<file path="config.mk">
export PLATFORM = sky130hd
export DESIGN_NAME = dsp_iter_mant_mul_ctrl_flat
export DESIGN_NICKNAME = d
export VERILOG_FILES = /design/src/rtl/dsp_iter_mant_mul_ctrl_if.sv /design/src/rtl/dsp_iter_mant_mul_ctrl.sv /design/src/flat_wrapper.sv
export SDC_FILE = /design/constraint.sdc
export NUM_CORES = 1
export LEC_CHECK = 0
export CAP_MARGIN = 20
export CORE_MARGIN = 2
export CORE_UTILIZATION = 40
export DETAILED_ROUTE_END_ITERATION = 8
export PLACE_DENSITY = 0.8
export SLEW_MARGIN = 30
export SYNTH_ARGS = -nofsm -noshare
export SYNTH_HDL_FRONTEND = slang
export SYNTH_SLANG_ARGS = --single-unit
</file>
<file path="constraint.sdc">
create_clock -name clk -period 2.8 [get_ports clk]
set_input_delay 0.42 -clock clk [delete_from_list [all_inputs] [get_ports clk]]
set_output_delay 0.42 -clock clk [all_outputs]
set_load 0.01 [all_outputs]
</file>
<file path="src/rtl/dsp_iter_mant_mul_ctrl_if.sv">
// Handshake and DSP48E1 pin bundle for the iterative mantissa multiplier sequencer.
// slave = controller side, master = environment (front end, consumer and slice).
interface dsp_iter_mant_mul_ctrl_if;
    logic        in_valid;
    logic        in_ready;
    logic [23:0] ma;
    logic [23:0] mb;
    logic        out_valid;
    logic        out_ready;
    logic [47:0] prod;
    logic        busy;
    logic [29:0] dsp_a;
    logic [17:0] dsp_b;
    logic [6:0]  dsp_opmode;
    logic [3:0]  dsp_alumode;
    logic [4:0]  dsp_inmode;
    logic [47:0] dsp_p;

    modport slave (
        input  in_valid, ma, mb, out_ready, dsp_p,
        output in_ready, out_valid, prod, busy,
               dsp_a, dsp_b, dsp_opmode, dsp_alumode, dsp_inmode
    );

    modport master (
        output in_valid, ma, mb, out_ready, dsp_p,
        input  in_ready, out_valid, prod, busy,
               dsp_a, dsp_b, dsp_opmode, dsp_alumode, dsp_inmode
    );
endinterface

</file>
<file path="src/rtl/dsp_iter_mant_mul_ctrl.sv">
// Two-pass unsigned 24x24 mantissa multiply through one DSP48E1 (AREG/BREG=2, MREG/PREG=1).
// Optional feature macro: DSPCTRL_STICKY_EN adds a sticky output registered with prod.
module dsp_iter_mant_mul_ctrl #(
    parameter int DSP_LAT  = 4,
    parameter int CTRL_DLY = 2
) (
    input  logic                    clk,
    input  logic                    rst,
    dsp_iter_mant_mul_ctrl_if.slave bus
`ifdef DSPCTRL_STICKY_EN
    ,
    output logic                    sticky
`endif
);

    localparam logic [6:0] OPM_HOLD = 7'b0100000;
    localparam logic [6:0] OPM_LO   = 7'b0000101;
    localparam logic [6:0] OPM_HI   = 7'b1100101;
    localparam logic [3:0] ALU_ADD  = 4'b0000;
    localparam logic [4:0] INM_AB   = 5'b00000;

    localparam int              CNT_W  = $clog2(DSP_LAT);
    localparam logic [CNT_W-1:0] CNT_LO = CNT_W'(DSP_LAT - 2);
    localparam logic [CNT_W-1:0] CNT_PR = CNT_W'(DSP_LAT - 1);

    typedef enum logic [2:0] {
        S_IDLE,
        S_ISS_LO,
        S_ISS_HI,
        S_WAIT,
        S_DONE
    } state_t;

    typedef enum logic [1:0] {
        SLOT_NONE,
        SLOT_LO,
        SLOT_HI
    } slot_t;

    state_t           r_state;
    logic [23:0]      r_ma;
    logic [6:0]       r_mb_hi;
    logic [16:0]      r_lo17;
    logic [CNT_W-1:0] r_cnt;
    logic             r_in_ready;
    logic             r_out_valid;
    logic             r_busy;
    logic [47:0]      r_prod;
    logic [29:0]      r_dsp_a;
    logic [17:0]      r_dsp_b;
    slot_t            r_slot [CTRL_DLY];
    logic [6:0]       r_opmode;
    logic [3:0]       r_alumode;
    logic [4:0]       r_inmode;
`ifdef DSPCTRL_STICKY_EN
    logic             r_sticky;
`endif

    logic             w_accept;
    slot_t            w_slot_in;
    logic [47:0]      w_prod_next;
    logic             w_unused_p;

    assign w_accept    = (r_state == S_IDLE) && bus.in_valid && r_in_ready;
    // P holds (ma*mb) >> 17 after the HI pass; the low 17 bits came from the LO pass.
    assign w_prod_next = {bus.dsp_p[30:0], r_lo17};
    assign w_unused_p  = ^bus.dsp_p[47:31];

    always_ff @(posedge clk or negedge rst) begin
        if (!rst) begin
            r_state     <= S_IDLE;
            r_ma        <= '0;
            r_mb_hi     <= '0;
            r_lo17      <= '0;
            r_cnt       <= '0;
            r_in_ready  <= 1'b1;
            r_out_valid <= 1'b0;
            r_busy      <= 1'b0;
            r_prod      <= '0;
            r_dsp_a     <= '0;
            r_dsp_b     <= '0;
`ifdef DSPCTRL_STICKY_EN
            r_sticky    <= 1'b0;
`endif
        end else begin
            case (r_state)
                S_IDLE: begin
                    if (w_accept) begin
                        r_ma       <= bus.ma;
                        r_mb_hi    <= bus.mb[23:17];
                        r_dsp_a    <= {6'b0, bus.ma};
                        r_dsp_b    <= {1'b0, bus.mb[16:0]};
                        r_in_ready <= 1'b0;
                        r_busy     <= 1'b1;
                        r_state    <= S_ISS_LO;
                    end
                end
                S_ISS_LO: begin
                    r_dsp_a <= {6'b0, r_ma};
                    r_dsp_b <= {11'b0, r_mb_hi};
                    r_state <= S_ISS_HI;
                end
                S_ISS_HI: begin
                    r_dsp_a <= '0;
                    r_dsp_b <= '0;
                    r_cnt   <= '0;
                    r_state <= S_WAIT;
                end
                S_WAIT: begin
                    r_cnt <= r_cnt + 1'b1;
                    if (r_cnt == CNT_LO) begin
                        r_lo17 <= bus.dsp_p[16:0];
                    end
                    if (r_cnt == CNT_PR) begin
                        r_prod      <= w_prod_next;
`ifdef DSPCTRL_STICKY_EN
                        r_sticky    <= |w_prod_next[21:0];
`endif
                        r_out_valid <= 1'b1;
                        r_state     <= S_DONE;
                    end
                end
                S_DONE: begin
                    if (bus.out_ready) begin
                        r_out_valid <= 1'b0;
                        r_in_ready  <= 1'b1;
                        r_busy      <= 1'b0;
                        r_state     <= S_IDLE;
                    end
                end
                default: begin
                    r_state <= S_IDLE;
                end
            endcase
        end
    end

    always_comb begin
        w_slot_in = SLOT_NONE;
        if (w_accept) begin
            w_slot_in = SLOT_LO;
        end else if (r_state == S_ISS_LO) begin
            w_slot_in = SLOT_HI;
        end
    end

    // Control words travel with their issue slot so they meet the operands at the slice ALU.
    always_ff @(posedge clk or negedge rst) begin
        if (!rst) begin
            for (int i = 0; i < CTRL_DLY; i++) begin
                r_slot[i] <= SLOT_NONE;
            end
            r_opmode  <= OPM_HOLD;
            r_alumode <= ALU_ADD;
            r_inmode  <= INM_AB;
        end else begin
            r_slot[0] <= w_slot_in;
            for (int i = 1; i < CTRL_DLY; i++) begin
                r_slot[i] <= r_slot[i-1];
            end
            case (r_slot[CTRL_DLY-1])
                SLOT_LO: begin
                    r_opmode  <= OPM_LO;
                    r_alumode <= ALU_ADD;
                    r_inmode  <= INM_AB;
                end
                SLOT_HI: begin
                    r_opmode  <= OPM_HI;
                    r_alumode <= ALU_ADD;
                    r_inmode  <= INM_AB;
                end
                default: begin
                    r_opmode  <= OPM_HOLD;
                    r_alumode <= ALU_ADD;
                    r_inmode  <= INM_AB;
                end
            endcase
        end
    end

    assign bus.in_ready    = r_in_ready;
    assign bus.out_valid   = r_out_valid;
    assign bus.prod        = r_prod;
    assign bus.busy        = r_busy;
    assign bus.dsp_a       = r_dsp_a;
    assign bus.dsp_b       = r_dsp_b;
    assign bus.dsp_opmode  = r_opmode;
    assign bus.dsp_alumode = r_alumode;
    assign bus.dsp_inmode  = r_inmode;
`ifdef DSPCTRL_STICKY_EN
    assign sticky          = r_sticky;
`endif

endmodule

</file>
<file path="src/flat_wrapper.sv">
// flat-port wrapper written by rule: the top's interface ports become plain ports
module dsp_iter_mant_mul_ctrl_flat 
#(
    parameter int DSP_LAT  = 4,
    parameter int CTRL_DLY = 2
)
  (clk, rst, bus_in_valid, bus_ma, bus_mb, bus_out_ready, bus_dsp_p, bus_in_ready, bus_out_valid, bus_prod, bus_busy, bus_dsp_a, bus_dsp_b, bus_dsp_opmode, bus_dsp_alumode, bus_dsp_inmode);
  dsp_iter_mant_mul_ctrl_if bus_i ();
  input  logic clk;
  input  logic rst;
  input wire logic [$bits(bus_i.in_valid)-1:0] bus_in_valid;
  input wire logic [$bits(bus_i.ma)-1:0] bus_ma;
  input wire logic [$bits(bus_i.mb)-1:0] bus_mb;
  input wire logic [$bits(bus_i.out_ready)-1:0] bus_out_ready;
  input wire logic [$bits(bus_i.dsp_p)-1:0] bus_dsp_p;
  output wire logic [$bits(bus_i.in_ready)-1:0] bus_in_ready;
  output wire logic [$bits(bus_i.out_valid)-1:0] bus_out_valid;
  output wire logic [$bits(bus_i.prod)-1:0] bus_prod;
  output wire logic [$bits(bus_i.busy)-1:0] bus_busy;
  output wire logic [$bits(bus_i.dsp_a)-1:0] bus_dsp_a;
  output wire logic [$bits(bus_i.dsp_b)-1:0] bus_dsp_b;
  output wire logic [$bits(bus_i.dsp_opmode)-1:0] bus_dsp_opmode;
  output wire logic [$bits(bus_i.dsp_alumode)-1:0] bus_dsp_alumode;
  output wire logic [$bits(bus_i.dsp_inmode)-1:0] bus_dsp_inmode;
  assign bus_i.in_valid = bus_in_valid;
  assign bus_i.ma = bus_ma;
  assign bus_i.mb = bus_mb;
  assign bus_i.out_ready = bus_out_ready;
  assign bus_i.dsp_p = bus_dsp_p;
  assign bus_in_ready = bus_i.in_ready;
  assign bus_out_valid = bus_i.out_valid;
  assign bus_prod = bus_i.prod;
  assign bus_busy = bus_i.busy;
  assign bus_dsp_a = bus_i.dsp_a;
  assign bus_dsp_b = bus_i.dsp_b;
  assign bus_dsp_opmode = bus_i.dsp_opmode;
  assign bus_dsp_alumode = bus_i.dsp_alumode;
  assign bus_dsp_inmode = bus_i.dsp_inmode;
  dsp_iter_mant_mul_ctrl #(.DSP_LAT(DSP_LAT), .CTRL_DLY(CTRL_DLY)) u_core (.clk(clk), .rst(rst), .bus(bus_i));
endmodule
</file>
# Yosys cells after proc, flatten, opt, wreduce, memory -nomap -nowiden
# Cells that the tools add are included.
# totals
output_inout_bits	115
ram_bits	0
rom_bits	0
ff_bits	163
latch_bits	0
mem_count	0
# op_classes
eq_ne	11
n_mux	20
n_shift	0
n_addsub	1
bitwise_logic	0
mul	0
n_reduce_logical	14
n_lt_le_gt_ge	0
div	0
# ops
op	count
30-bit case mux with 3 select lines	1
18-bit case mux with 3 select lines	1
30-bit two-way mux	1
18-bit two-way mux	1
3-bit case mux with 5 select lines	1
7-bit case mux with 2 select lines	1
3-bit two-way mux	3
3-bit AND reduction	3
2-bit AND reduction	4
2-bit == test, second input constant	3
3-bit by 2-bit == test with 1-bit output, second input constant	2
1-bit case mux with 2 select lines	3
2-bit nonzero test	3
1-bit two-way mux	5
2-bit two-way mux	2
2-bit by 1-bit != test with 1-bit output, second input constant	2
2-bit case mux with 2 select lines	1
3-bit by 1-bit == test with 1-bit output, second input constant	1
3-bit == test, second input constant	1
3-bit logical NOT	1
3-bit nonzero test	1
2-bit by 1-bit adder with 2-bit output, second input constant	1
2-bit by 1-bit == test with 1-bit output, second input constant	1
1-bit logical AND	2
2-bit != test, second input constant	1

# Logic depth before layout (Yosys ltp)
# Gate-level depths: netlist of run 1.
# logic_depth
depth_word	5
ltp_mapped	6
ltp_nobuf	4

# Worst setup path before layout of run 1
# OpenSTA, ideal clock, no wires.
# synth_timing
path_type	flip-flop to flip-flop
from	register u_core.r_state[0]
to	register u_core.r_ma[0]
n_path_buf	2
slack_ns	1.128
t_required_ns	2.675
period_less_slack_ns	1.672
arrival_ns	1.547
stages_incl_launch_ff	6
cell_sequence	dfrtp_1 or3b_1 buf_6 nor2_8 buf_6 mux2_2
# synth_between
elab_chain_len	4
# synth_lines
item	line	source
from (decl)	dsp_iter_mant_mul_ctrl.sv:40	state_t r_state;
from (signal assigned)	dsp_iter_mant_mul_ctrl.sv:71	r_state <= S_IDLE;
from (signal assigned)	dsp_iter_mant_mul_ctrl.sv:95	r_state <= S_ISS_LO;
from (signal assigned)	dsp_iter_mant_mul_ctrl.sv:101	r_state <= S_ISS_HI;
3-bit logical NOT (*)	dsp_iter_mant_mul_ctrl.sv:64, dsp_iter_mant_mul_ctrl.sv:86	
1-bit logical AND (2 in a row)	dsp_iter_mant_mul_ctrl.sv:64	assign w_accept = (r_state == S_IDLE) && bus.in_valid && r_in_ready;
2-bit AND reduction (no source line) (*)	n/a	
to (signal assigned)	dsp_iter_mant_mul_ctrl.sv:89	r_ma <= bus.ma;
to (decl)	dsp_iter_mant_mul_ctrl.sv:41	logic [23:0] r_ma;
# Every way passes the cells marked *; elsewhere a longest branch is shown, timed or not.
# A chain may end at the register's enable or synchronous reset.

# Final worst setup path of run 1
# layout_timing
from	register u_core.r_state[0]
to	register u_core.r_dsp_b[6], in the netlist u_core.bus.dsp_b[6]
# layout_between
elab_chain_len	5
word_cells_on_any_way	9
classes_between	eq/ne (3); mux (1); reduce/logical (5)
# layout_lines
item	line	source
3-bit logical NOT	dsp_iter_mant_mul_ctrl.sv:64, dsp_iter_mant_mul_ctrl.sv:86	
1-bit logical AND (2 in a row)	dsp_iter_mant_mul_ctrl.sv:64	
2-bit by 1-bit != test with 1-bit output (no source line)	n/a	
2-bit AND reduction (no source line)	n/a	
to (signal assigned)	dsp_iter_mant_mul_ctrl.sv:92	r_dsp_b <= {1'b0, bus.mb[16:0]};
to (signal assigned)	dsp_iter_mant_mul_ctrl.sv:100	r_dsp_b <= {11'b0, r_mb_hi};
to (decl)	dsp_iter_mant_mul_ctrl.sv:50	logic [17:0] r_dsp_b;
# Several ways; a longest one is shown, not always the timed one.

==> results by group, run 1 <==
Status
  • Run status: finished clean

Critical path
  • Reg2reg end: u_core.bus.dsp_b[6]
  • Critical Path RT: 3.10 ns
  • Crit path DAT: about 2.5 ns
  • Crit-path cells: or3b_1 > buf_4 > or3_1 > o221a_2
  • Max incr delay on CP: ~0.66 ns
  • Worst R2R Start: u_core.r_state[0]
  • CP Max Fanout: 25
  • Delay-heaviest family, CP: simple AND/OR/NAND/NOR gates
  • Worst reg-to-reg path cell count: 4
  • Cell count along the critical path: 4
  • Critical Path Sink Type: register
  • CP startpoint kind: register
  • Buf/Inv on CP: 1
  • Kind of critical path: register to register
  • Slowest CP cell: or3b_1
  • R2R Setup Slk: about 0.65 ns

Detailed routing
  • Remaining antenna violation count: 0
  • Vias: 4223
  • DR vias/cell: 4.94
  • DRC violations left: 0
  • WL/cell: ~17 µm
  • Final wirelength: 14300 µm
  • First drt pass iteration count: 6
  • Initial DRC Count: 209

Timing
  • Hold Violations, Final: 0
  • Fin crit period: 2.15 ns
  • Setup violations, final: 0
  • Least-Margin Pin Slew: between 0.8 and 0.9 ns
  • Final Slew Violations: 0
  • F_max: approximately 460 MHz
  • Post-route clock skew: between 0.01 and 0.015 ns
  • Worst relative slew slack: a little under half
  • Setup TNS: 0 ns
  • RSZ-0062 raised after global routing: false
  • Final critical-path share of the clock period: around 77%

CTS
  • Clk slew on worst S/H paths: about 0.060 ns
  • Worst-skew pair later-pin latency: about 0.42 ns
  • Max H-tree Level: 4
  • Number of CTS-inserted buffers: 17
  • Clk root buf: clkbuf_16
  • CTS sink count: between 150 and 200
  • CTS tree: done
  • Max clock buf depth: 2

Yosys
  • Distinct cells, synth: 38
  • Avg Inst Size Synth: about 14 µm²
  • Ys Warns: 0
  • Post-synthesis cell area: 0.00641 mm²
  • Yosys reg bits: between 150 and 200
  • Cell count after synthesis: 449
  • Seq/Total Area, Yosys: between 50% and 60%

Die
  • Number of I/O pins: around 220
  • Die width: 131 µm
  • Starting density of the core: approximately 41%
  • Die area: between 0.015 and 0.02 mm²
  • Row cnt: 46
  • Core area: roughly 0.016 mm²
  • Die height: ~130 µm

Pwr
  • P per Cell Area: ~560 mW/mm²
  • VDD IR-drop max: about 0.00038 V
  • Leak: a little under 4 nW

Global routing
  • Initial antenna violation count: 0
  • Global-route wire length before repair: between 20000 and 25000 µm
  • Number of global-route vias before repair: between 4000 and 5000
  • Largest net degree at the start of global routing: 61
  • Global route overflow: 0
  • Global Route Usage Sum: between 10% and 20%

Cells and area
  • Diodes inserted: 0
  • Share of cells above drive strength 1: about a quarter
  • Syn-to-layout area delta: 39.3%
  • Layout net count: 730
  • Final Util: a little under three fifths

Hold path
  • Hold Path Depth: 0
  • Hold EP: u_core.r_slot[0]
  • Hold Startpoint: u_core.r_slot[2]
  • Hold Crit Class: register to register

Placement
  • Port Buf Inserts: ~180
  • Dpl hpwl: between 9000 and 10000 µm
  • Placer Congestion: 0.759

Flow run
  • MaxCap Viol Count: 0
## layout make-up
type                       instances  area (µm²)
sequential                       152        3810
timing repair buffer             190        1930
multi-input combinational        259        2290
inverter                           6        22.5
tap                              216         270
clock buffer                      24         472
fill                            1255        6840
clock inverter                     8         145
## synth_stat cells
master	n	area (µm²)
nor3_1	1	5.00
nand3_1	1	5.00
ha_1	4	50.1
nand2_1	5	18.8
or3b_1	1	8.76
nand2b_1	2	12.5
or2_0	1	6.26
nor2b_1	2	12.5
and2_1	31	194
nand3b_1	2	15.0
nor2_1	3	11.3
a2bb2oi_1	1	8.76
buf_6	12	135
o21ai_0	2	10.0
and2b_1	1	7.51
xnor2_2	1	16.3
mux2_2	88	991
nor3b_1	1	7.51
o221a_2	29	327
buf_4	21	158
a21oi_1	6	30.0
nor2_8	1	20.0
buf_2	8	40.0
o22ai_4	1	20.0
and3_1	1	6.26
dfrtp_1	150	3750
a22o_1	10	87.6
mux2_1	8	90.1
or3_1	31	194
dfstp_2	2	52.6
nand3_2	1	10.0
o221a_1	2	22.5
inv_1	6	22.5
clkbuf_1	9	33.8
o22ai_1	1	6.26
nor3b_2	1	12.5
a31oi_1	1	6.26
conb_1	1	3.75
## report_power, final
| group | leakage (nW) | internal [mW] | switching [mW] |
|---|---|---|---|
| sequential | 1.96 | 2.26 | 0.0319 |
| clock | 0.294 | 1.54 | 0.856 |
| combinational | 1.65 | 0.204 | 0.132 |
## routing by layer
layer | share of wire (%) | GRT usage, %
met1 | 40 | 20.3
met2 | 52 | 29.6
met4 | 2.3 | 7.95
met3 | 5.5 | 5.50
met5 | 0 | 0
## worst register-to-register path: stages (launching register included)
cell and delay [ns]:
dfrtp_1 0.53, or3b_1 0.66, buf_4 0.33, or3_1 0.39
o221a_2 0.13
## state kept, by name, summed over array words and instances (netlist names)
signal                 cells
u_core.bus.in_ready        1
u_core.r_mb_hi             7
u_core.bus.busy            1
u_core.bus.dsp_a          24
u_core.bus.out_valid       1
u_core.bus.dsp_opmode      3
u_core.r_ma               24
u_core.r_state             3
u_core.r_cnt               2
u_core.bus.prod           48
u_core.r_slot              4
u_core.bus.dsp_b          17
u_core.r_lo17             17
## worst max-delay path by stage
| stage | start | endpoint | slack [ns] |
|---|---|---|---|
| floorplan | u_core.r_state[0] | u_core.r_ma[0] | 1.13 |
| global placement | bus_in_valid | u_core.bus.dsp_b[6] | 0.36 |
| detailed placement | bus_in_valid | u_core.bus.dsp_b[2] | 0.33 |
| CTS | u_core.r_state[0] | u_core.bus.dsp_b[6] | 0.65 |
| global route | u_core.r_state[0] | u_core.bus.dsp_a[13] | 0.56 |
| finish | u_core.r_state[0] | u_core.bus.dsp_b[6] | 0.65 |
## cell families after synthesis
group / after synthesis / share of synthesized area [%]
AOI/OAI and AO/OA: 53 / 8.08
adders and majority gates: 4 / 0.781
xor gates and xnor gates: 1 / 0.254
buffers and inverters: 56 / 6.07
DFF: 152 / 59.4
muxes: 96 / 16.9
other: 1 / 0.0585
and+or+nand+nor: 86 / 8.53
## placed cells by master (no fill, tap or decap), types with 3 or more instances in the layout
cell             Yosys  final
buf_4               21      7
buf_12               0      4
nor2_1               3      3
clkdlybuf4s50_1      0    177
ha_1                 4      4
or3_1               31     31
and2_1              31     31
conb_1               1     19
dfrtp_1            150    150
a21oi_1              6      6
nand2_1              5      5
clkbuf_16            0     17
inv_1                6      6
clkbuf_1             9      5
mux2_2              88     88
mux2_1               8      8
o221a_2             29     29
a22o_1              10     10
bufinv_16            0      4
## metrics by stage
| step | worst slack, ns | hold slack, ns | total power [mW] | area (µm²) | instances |
|---|---|---|---|---|---|
| 6_report | 0.647 | 0.347 | 5.02 | 8930 | 855 |
| 5_1_grt | 0.562 | 0.364 | 5.21 | 8930 | 855 |
| 4_1_cts | 0.647 | 0.352 | 5.07 | 8930 | 855 |
| 3_5_place_dp | 0.333 | 0.340 | 2.67 | 8300 | 822 |
| 3_3_place_gp | 0.362 | 0.331 | 2.66 | 8300 | 822 |
| 2_1_floorplan | 1.13 | 0.124 | 2.44 | 6480 | 467 |
## repair_timing
action                                  CTS  global route
gates resized for setup                   0             0
hold buffers                              1             0
endpoints found under the setup margin    0             0
endpoints found under the hold margin     9             0
setup buffers                             0             0
Power figures use the tool's default switching activity.
==> run 2: changes to the inputs <==
==> constraint.sdc (replaced) <==
create_clock -name clk -period 2.1 [get_ports clk]
set_input_delay 0.315 -clock clk [delete_from_list [all_inputs] [get_ports clk]]
set_output_delay 0.315 -clock clk [all_outputs]
set_load 0.01 [all_outputs]
==> run 2 against run 1 <==
  * Final area up 1.6%
  * Non-clock buffer count up 9
  * Global-route usage up 0.54 points
  * Routed wire length rose by 3.3%
  * Die area unchanged
  * Count of clock-buffer cells in the layout shrank 2
  * Worst setup slack lost 0.42 ns
  * Critical endpoint is now bus_in_ready
==> results by group, run 2 (same netlist as run 1, synthesis figures left out) <==
Status
  • Run status: finished clean

Die
  • Core area: 0.0158 mm² (unchanged)
  • Starting density of the core: 40.7% (unchanged)
  • Die area: 0.0171 mm² (unchanged)
  • Row cnt: 46 (unchanged)
  • Die height: 131 µm (unchanged)
  • Die width: 131 µm (unchanged)
  • Number of I/O pins: 215 (unchanged)

Detailed routing
  • WL/cell: 17.1 µm (+2.3%)
  • First drt pass iteration count: 4 (-2)
  • Vias: 4308 (+2.0%)
  • DRC violations left: 0 (unchanged)
  • DR vias/cell: 4.99 (+1.1%)
  • Remaining antenna violation count: 0 (unchanged)
  • Final wirelength: 14800 µm (+3.3%)
  • Initial DRC Count: 245 (+17%)

CTS
  • Max clock buf depth: 2 (unchanged)
  • Clk root buf: clkbuf_16
  • CTS sink count: 152 (unchanged)
  • Post-CTS sizing: 0 (unchanged)
  • Post-CTS setup buffer count: 0 (unchanged)
  • Worst-skew pair later-pin latency: 0.42 ns (about the same)
  • CTS tree: done
  • Number of CTS-inserted buffers: 17 (unchanged)
  • Clk slew on worst S/H paths: 0.06 ns (about the same)
  • Max H-tree Level: 4 (unchanged)

Timing
  • Final critical-path share of the clock period: between 80% and 90%
  • Final Slew Violations: 0 (unchanged)
  • Worst relative slew slack: 49.2% (+2.9 points)
  • Setup violations, final: 0 (unchanged)
  • PnR worst setup slack: 0.229 ns (-0.418 ns)
  • F_max: around 530 MHz
  • Hold WS: 0.348 ns (+0.000644 ns)
  • RSZ-0062 raised after global routing: false
  • Post-route clock skew: 0.00668 ns (-0.00371 ns)
  • Hold Violations, Final: 0 (unchanged)
  • Fin crit period: around 1.9 ns
  • Least-Margin Pin Slew: 0.758 ns (-0.0431 ns)

Cells and area
  • Syn-to-layout area delta: 41.5%
  • Max reg flops: 48 (unchanged)
  • Commonest non-fill, non-tap cells in the layout: clkdlybuf4s50_1 (177), dfrtp_1 (150), mux2_2 (88), and2_1 (31), or3_1 (31)
  • Most common cell after layout, fill and taps aside: clkdlybuf4s50_1
  • Diodes inserted: 0 (unchanged)
  • Fill cell count: 1242 (-1.0%)
  • Share of cells above drive strength 1: 27.0% (+1.4 points)
  • Layout net count: 739 (+1.2%)

Critical path
  • Crit path DAT: 1.56 ns (-0.90 ns)
  • Max incr delay on CP: 0.57 ns (-0.09 ns)
  • Critical Path RT: 1.78 ns (-1.32 ns)
  • Kind of critical path: register to primary output
  • Slowest CP cell: dfstp_2
  • Buf/Inv on CP: 1 (unchanged)
  • Crit-path cells: clkdlybuf4s50_1
  • Critical Path Sink Type: primary output
  • Worst reg-to-reg path cell count: 5 (+1)
  • CP Max Fanout: 6 (-76%)
  • CP startpoint kind: register
  • Cell count along the critical path: 1 (-3)
  • Delay-heaviest family, CP: flip-flops

Flow run
  • MaxCap Viol Count: 0 (unchanged)

Placement
  • Dpl ws: -0.00718 ns (-0.340 ns)
  • Port Buf Inserts: 178 (unchanged)
  • Placer Congestion: 0.779 (+2.6%)
  • Dpl hpwl: 10300 µm (+3.4%)

Hold path
  • Hold Path Depth: 0 (unchanged)
  • Hold Crit Class: register to register

Pwr
  • Flop pwr share: 44.8% (-0.9 points)
  • Leak: 4.00 nW (+2.3%)
  • VDD IR-drop max: 0.000494 V (+30%)
  • Switching Fraction: 19.8% (-0.51 points)
  • Sw power: 1.35 mW (+33%)
  • Clock power share: 48.5% (+0.9 points)
  • Comb pwr share: 6.7% (about the same)
  • Internal: 5.49 mW (+37%)
  • P per Cell Area: 754 mW/mm² (+34%)

Global routing
  • Global route overflow: 0 (unchanged)
  • Global Route Usage Sum: 18.0% (+0.54 points)
  • Largest net degree at the start of global routing: 53 (-13%)
  • Initial antenna violation count: 0 (unchanged)
  • Global-route wire length before repair: 23600 µm (+3.3%)
  • Number of global-route vias before repair: 4551 (+1.5%)
==> run 2: cell type report <==
| class | instances | area, µm² | share of cell area [%] |
|---|---|---|---|
| clock buffers | 22 | 474 | 5.23 |
| well taps | 216 | 270 | 2.98 |
| inverters | 6 | 22.5 | 0.248 |
| clock inverters | 9 | 170 | 1.88 |
| repair buffers | 199 | 2040 | 22.5 |
| multi-input cells | 259 | 2290 | 25.2 |
| flip-flops and latches | 152 | 3810 | 41.9 |
==> run 2: final timing paths <==
path                                startpoint                  endpoint  slack [ns]
setup reg to reg             u_core.r_state[0]         u_core.r_mb_hi[4]        0.27
hold reg to reg               u_core.r_slot[2]          u_core.r_slot[0]        0.35
setup / recovery           u_core.bus.in_ready              bus_in_ready        0.23
max in group asynchronous                  rst  u_core.bus.dsp_opmode[5]        1.00
min in group asynchronous                  rst       u_core.bus.dsp_b[6]        0.41
hold / removal                u_core.r_slot[2]          u_core.r_slot[0]        0.35
==> run 2: power by group through the flow <==
stage | logic (mW) | clock network (mW) | registers [mW]
global placement | 0.449 | 0 | 3.11
detailed placement | 0.464 | 0 | 3.11
finish | 0.461 | 3.32 | 3.06
CTS | 0.468 | 3.39 | 3.06
floorplan | 0.133 | 0 | 3.12
global route | 0.502 | 3.53 | 3.07
==> run 2: stage by stage <==
step / total power [mW] / utilization, % / setup TNS, ns / std cells / area [µm²]
after floorplan: 3.26 / - / 0 / 467 / 6480
after global placement: 3.55 / 53.4 / 0 / 831 / 8420
after detailed placement: 3.58 / 53.4 / -0.0232 / 831 / 8420
after CTS: 6.92 / 57.5 / 0 / 863 / 9070
after global routing: 7.10 / 57.5 / 0 / 863 / 9070
final: 6.84 / 57.5 / 0 / 863 / 9070
==> run 2: per-layer routing <==
layer | GRT usage [%] | part of all wire, %
met1 | 20.9 | 39
met2 | 31.3 | 53
met5 | 0 | 0
met3 | 4.32 | 5.4
met4 | 8.70 | 3.0
==> run 2: repair_timing <==
| item | 4_1_cts | 5_1_grt |
|---|---|---|
| hold buffers | 1 | 0 |
| hold endpoints to repair | 47 | 0 |
| endpoints found under the setup margin | 0 | 0 |
